## src/rtl/mips_pkg.sv

```systemverilog
// Shared MIPS datapath definitions: address width, instruction size, reset vector
// and the next-PC source encoding.
package mips_pkg;

  localparam int unsigned ADDR_W      = 32;
  localparam int unsigned INSTR_BYTES = 4;
  localparam logic [31:0] RESET_VECTOR = 32'h0000_0000;

  // Next-PC source, listed from lowest to highest priority
  typedef enum logic [1:0] {
    PC_SEQ    = 2'd0,
    PC_BRANCH = 2'd1,
    PC_JUMP   = 2'd2,
    PC_LOAD   = 2'd3
  } pc_src_t;

endpackage

```

## src/rtl/program_counter_if.sv

```systemverilog
// Control/address bundle between fetch control (master) and the program counter (slave).
interface program_counter_if #(
  parameter int unsigned WIDTH = mips_pkg::ADDR_W
);

  logic             PCWrite;
  logic [WIDTH-1:0] PCWriteValue;
  logic             load;
  logic             jump;
  logic [WIDTH-1:0] jumpAddress;
  logic             branch;
  logic [WIDTH-1:0] branchAddress;
  logic [WIDTH-1:0] pc;
  logic [WIDTH-1:0] pc_plus4;

  modport master (
    output PCWrite, PCWriteValue, load, jump, jumpAddress, branch, branchAddress,
    input  pc, pc_plus4
  );

  modport slave (
    input  PCWrite, PCWriteValue, load, jump, jumpAddress, branch, branchAddress,
    output pc, pc_plus4
  );

endinterface

```

## src/rtl/pc_adder.sv

```systemverilog
// Combinational modulo-2^WIDTH adder; used for PC+4 and for branch-target arithmetic.
module pc_adder #(
  parameter int unsigned WIDTH = mips_pkg::ADDR_W
) (
  input  logic [WIDTH-1:0] operandA,
  input  logic [WIDTH-1:0] operandB,
  output logic [WIDTH-1:0] sum
);

  // Carry out is intentionally discarded: wraps modulo 2^WIDTH
  assign sum = operandA + operandB;

endmodule

```

## src/rtl/program_counter.sv

```systemverilog
// Fetch program counter: priority next-address select (load > jump > branch > PC+4),
// word-alignment masking, and the stallable pc register.
module program_counter #(
  parameter int unsigned     WIDTH        = mips_pkg::ADDR_W,
  parameter logic [WIDTH-1:0] RESET_VECTOR = WIDTH'(mips_pkg::RESET_VECTOR)
) (
  input  logic            clk,
  input  logic            rst,
  program_counter_if.slave bus
);

  import mips_pkg::*;

  localparam logic [WIDTH-1:0] ALIGN_MASK = ~WIDTH'(INSTR_BYTES - 1);
  localparam logic [WIDTH-1:0] RESET_PC   = RESET_VECTOR & ALIGN_MASK;

  pc_src_t          src_c;
  logic [WIDTH-1:0] next_c;
  logic [WIDTH-1:0] pc_plus4_c;
  logic [WIDTH-1:0] pc_d;
  logic [WIDTH-1:0] pc_q;

  pc_adder #(.WIDTH(WIDTH)) u_pc_adder (
    .operandA (pc_q),
    .operandB (WIDTH'(INSTR_BYTES)),
    .sum      (pc_plus4_c)
  );

  // Fixed-priority source select
  always_comb begin
    src_c = PC_SEQ;
    if (bus.load) begin
      src_c = PC_LOAD;
    end else if (bus.jump) begin
      src_c = PC_JUMP;
    end else if (bus.branch) begin
      src_c = PC_BRANCH;
    end
  end

  always_comb begin
    next_c = pc_plus4_c;
    case (src_c)
      PC_LOAD:   next_c = bus.PCWriteValue;
      PC_JUMP:   next_c = bus.jumpAddress;
      PC_BRANCH: next_c = bus.branchAddress;
      default:   next_c = pc_plus4_c;
    endcase
    // Stall overrides every source, including load
    pc_d = bus.PCWrite ? (next_c & ALIGN_MASK) : pc_q;
  end

  always_ff @(posedge clk or negedge rst) begin
    if (!rst) begin
      pc_q <= RESET_PC;
    end else begin
      pc_q <= pc_d;
    end
  end

  assign bus.pc       = pc_q;
  assign bus.pc_plus4 = pc_plus4_c;

endmodule

```

## src/flat_wrapper.sv

```systemverilog
// flat-port wrapper written by rule: the top's interface ports become plain ports
module program_counter_flat import mips_pkg::*;
#(
  parameter int unsigned     WIDTH        = mips_pkg::ADDR_W,
  parameter logic [WIDTH-1:0] RESET_VECTOR = WIDTH'(mips_pkg::RESET_VECTOR)
)
  (clk, rst, bus_PCWrite, bus_PCWriteValue, bus_load, bus_jump, bus_jumpAddress, bus_branch, bus_branchAddress, bus_pc, bus_pc_plus4);
  program_counter_if #(.WIDTH(WIDTH)) bus_i ();
  input  logic clk;
  input  logic rst;
  input wire logic [$bits(bus_i.PCWrite)-1:0] bus_PCWrite;
  input wire logic [$bits(bus_i.PCWriteValue)-1:0] bus_PCWriteValue;
  input wire logic [$bits(bus_i.load)-1:0] bus_load;
  input wire logic [$bits(bus_i.jump)-1:0] bus_jump;
  input wire logic [$bits(bus_i.jumpAddress)-1:0] bus_jumpAddress;
  input wire logic [$bits(bus_i.branch)-1:0] bus_branch;
  input wire logic [$bits(bus_i.branchAddress)-1:0] bus_branchAddress;
  output wire logic [$bits(bus_i.pc)-1:0] bus_pc;
  output wire logic [$bits(bus_i.pc_plus4)-1:0] bus_pc_plus4;
  assign bus_i.PCWrite = bus_PCWrite;
  assign bus_i.PCWriteValue = bus_PCWriteValue;
  assign bus_i.load = bus_load;
  assign bus_i.jump = bus_jump;
  assign bus_i.jumpAddress = bus_jumpAddress;
  assign bus_i.branch = bus_branch;
  assign bus_i.branchAddress = bus_branchAddress;
  assign bus_pc = bus_i.pc;
  assign bus_pc_plus4 = bus_i.pc_plus4;
  program_counter #(.WIDTH(WIDTH), .RESET_VECTOR(RESET_VECTOR)) u_core (.clk(clk), .rst(rst), .bus(bus_i));
endmodule
```

## config.mk

```make
export PLATFORM = sky130hd
export DESIGN_NAME = program_counter_flat
export DESIGN_NICKNAME = d
export VERILOG_FILES = /design/src/rtl/mips_pkg.sv /design/src/rtl/program_counter_if.sv /design/src/rtl/pc_adder.sv /design/src/rtl/program_counter.sv /design/src/flat_wrapper.sv
export SDC_FILE = /design/constraint.sdc
export NUM_CORES = 1
export LEC_CHECK = 0
export CORE_MARGIN = 8
export CORE_UTILIZATION = 38
export DETAILED_ROUTE_END_ITERATION = 16
export GPL_ROUTABILITY_DRIVEN = 0
export PLACE_DENSITY = 0.9
export SYNTH_ARGS = -nofsm -noshare
export SYNTH_HDL_FRONTEND = slang
export SYNTH_SLANG_ARGS = --single-unit
```

## constraint.sdc

```tcl
create_clock -name clk -period 2.5 [get_ports clk]
set_input_delay 0.625 -clock clk [delete_from_list [all_inputs] [get_ports clk]]
set_output_delay 0.625 -clock clk [all_outputs]
set_load 0.01 [all_outputs]
```

==> results of run 1 <==
-- metrics by stage --
stage                     total power [W]  setup TNS, ns  cell area [µm²]
after floorplan                   0.00102              0             2790
after global placement            0.00162          -2.45             4800
after detailed placement          0.00165          -3.30             4800
after CTS                         0.00199          -1.43             4940
after global routing              0.00214          -3.39             5120
final                             0.00202          -1.42             5120
-- cells by family (layout without fill, tap and decap cells) --
family	Yosys count	count (layout)	synth area share, %
compound gates	139	139	32.7
simple gates	121	121	22.3
buf+inv	54	259	8.56
flops	30	30	27.0
xor+xnor	28	28	8.83
fa+ha+maj	1	1	0.450
other cells	1	4	0.135
-- metal layers --
metal	GRT usage, %	wire length [µm]
met2	42.8	6550
met3	8.25	1250
met5	0	0
met1	24.2	4720
met4	8.13	371
-- final cells by class --
class / count / share of cell area [%]
multi-input cells: 293 / 38.1
well taps: 99 / 2.42
repair buffers: 241 / 42.3
clock buffers: 6 / 1.61
inverters: 12 / 0.879
flip-flops and latches: 30 / 14.7
-- path summary, 6_finish.rpt --
kind,cells after the start,from,endpoint
worst min register to register,1,u_core.bus.pc[31]$_DFFE_PN0P_,u_core.bus.pc[31]$_DFFE_PN0P_
worst max register to register,9,u_core.bus.pc[3]$_DFFE_PN0P_,u_core.bus.pc[30]$_DFFE_PN0P_
min in group clk,1,u_core.bus.pc[31]$_DFFE_PN0P_,u_core.bus.pc[31]$_DFFE_PN0P_
max in group asynchronous,1,rst,u_core.bus.pc[2]$_DFFE_PN0P_
worst min-delay path,1,rst,u_core.bus.pc[13]$_DFFE_PN0P_
worst max-delay path,7,u_core.bus.pc[3]$_DFFE_PN0P_,bus_pc_plus4[23]
-- power by group --
part,internal (W),total [W],switching [W]
clock network,0.000212,0.000384,0.000172
logic,0.000555,0.00105,0.000490
registers,0.000548,0.000594,0.0000458
-- layout by cell type (no fill, tap or decap), types with 6 or more instances in the layout --
cell	n
buf_4	75
o21ai_0	33
nand2_1	41
dfrtp_1	29
o31ai_1	8
clkbuf_8	6
xor2_1	12
buf_6	7
a21oi_1	27
nor2_1	17
xnor2_1	12
o22ai_1	28
a22oi_1	8
buf_2	17
clkdlybuf4s50_1	125
inv_1	11
nand3_1	14
nand4_1	8
o211ai_1	7
-- repair_timing --
item                                    in CTS  in global routing
buffers inserted                             6                 14
hold endpoints to repair                     0                  0
endpoints found under the setup margin      25                 23
gates resized for setup                     84                 41
pin swaps                                    4                 19
cloned                                       0                  0
==> results_dict.tcl, run 1 <==
set metrics [dict create \
    outcome "finished with violations" \
    violations "setup timing" \
    die_h_um 101 \
    dp_hpwl_um 9310 \
    skew_ns 0.00778 \
    path_cells "buf_4 > and4_1 > nand2_1 > buf_6 > or3_4 > xnor2_1 > clkdlybuf4s15_2" \
    cp.required_ns 1.88 \
    track_usage_pct 23.4 \
    rsz0062_at_grt "yes" \
    cts_sinks 30 \
    ys_types 47 \
    cap_viol_max_count 0 \
    power_leakage_nw 2.18 \
    postSynthCellCount 374 \
    globalRoute.totalOverflow 0 \
    largest_reg_flops 30 \
    ys_warn_count 0 \
    startpoint_type "register" \
    ys_top_cells_by_count "nand2_1, o21ai_0, dfrtp_1, o22ai_1, a21oi_1" \
    whs_ns 0.399 \
    cts_tree "done" \
    hold_viol 0 \
    synth_top_area_share_pct 27.0 \
    drive_gt1_share_pct 25.9 \
    start_util_pct 38.7 \
    ys_seq_elements 30 \
    final_cells 681 \
    io_buffers 155 \
    synth.most_common_cell "nand2_1" \
    powerDensity_nw_per_um2 395 \
    fmax_ghz 0.372 \
    antenna_found_initial 0 \
    max_stage_delay_ns 0.38 \
    seqCellArea_um2 752 \
    grt_pass1_vias 4094 \
    grt_max_degree 42 \
    firstDrtPassIters 5 \
    routed_wl_um 12900 \
    grt_first_pass_wirelength_um 19300 \
    tightest_slew_ns 0.742 \
    num_rows 31 \
    ys_seq_area_share_pct 27.0 \
    dieArea_um2 10300 \
    cts_hold_buf 0 \
    insertion_delay_ns 0.28 \
    avgSynthCellArea_um2 7.43 \
    yosysTopAreaCell "dfrtp_1" \
    rrSetupSlack_ns 0.40 \
    area_delta_synth_final_pct 84.5 \
    synth_ff_type "dfrtp_1" \
    final_util_pct 71.4 \
    drc 0 \
    hp-class "in -> async" \
    routed_via_density 5.69 \
    dp_slack_ns -0.267 \
    wire_per_inst_um 18.9 \
    coreArea_um2 7180 \
    finalSetupViolCount 15 \
    path_buf_inv 3 \
    ant_nets 0 \
    clk_pin_slew_ns 0.06 \
    diodes 0 \
    synthTopCellsByArea "dfrtp_1, o22ai_1, o21ai_0, nand2_1, a21oi_1" \
    drv_slew 0 \
    relSlewSlack_pct 50.5 \
    critPathMaxFanout 6 \
    cts.path.max_buffers 2 \
    dp_cells 656 \
    vdd_ir_drop_max_mv 0.207 \
    nets 686 \
    via_count 3873 \
    critPathTopFamily "simple AND/OR/NAND/NOR gates" \
    timing.final.ws_setup_ns -0.191 \
    crit_slowest_cell "dfrtp_1" \
    post-route-period-util_pct 108 \
    n_fill_cell 524 \
    cts_buffers 5 \
    cts_root_buf "clkbuf_8" \
    synthArstFlopShare_pct 100 \
    finalCriticalPeriod_ns 2.69 \
    cp-end-kind "primary output" \
    h-tree-depth 2 \
    synth-edff-count 0 \
    path_class "reg -> out" \
    die_w_um 101 \
    critical_path_arrival_ns 2.07 \
    pin_count 166 \
    drtIter0Drc 224 \
    syn-cell-area_um2 2780 \
    multi_input_area_um2 1950 \
]
(Power assumes the default switching activity.)
==> run 2, diff against run 1 <==
--- a/config.mk
+++ b/config.mk
@@ -7,6 +7,7 @@
 export LEC_CHECK = 0
 export CORE_MARGIN = 8
 export CORE_UTILIZATION = 38
+export CTS_CLUSTER_DIAMETER = 60
 export DETAILED_ROUTE_END_ITERATION = 16
 export GPL_ROUTABILITY_DRIVEN = 0
 export PLACE_DENSITY = 0.9
==> results of run 2 <==
Final layout, timing and power as in run 1 (identical DEF).
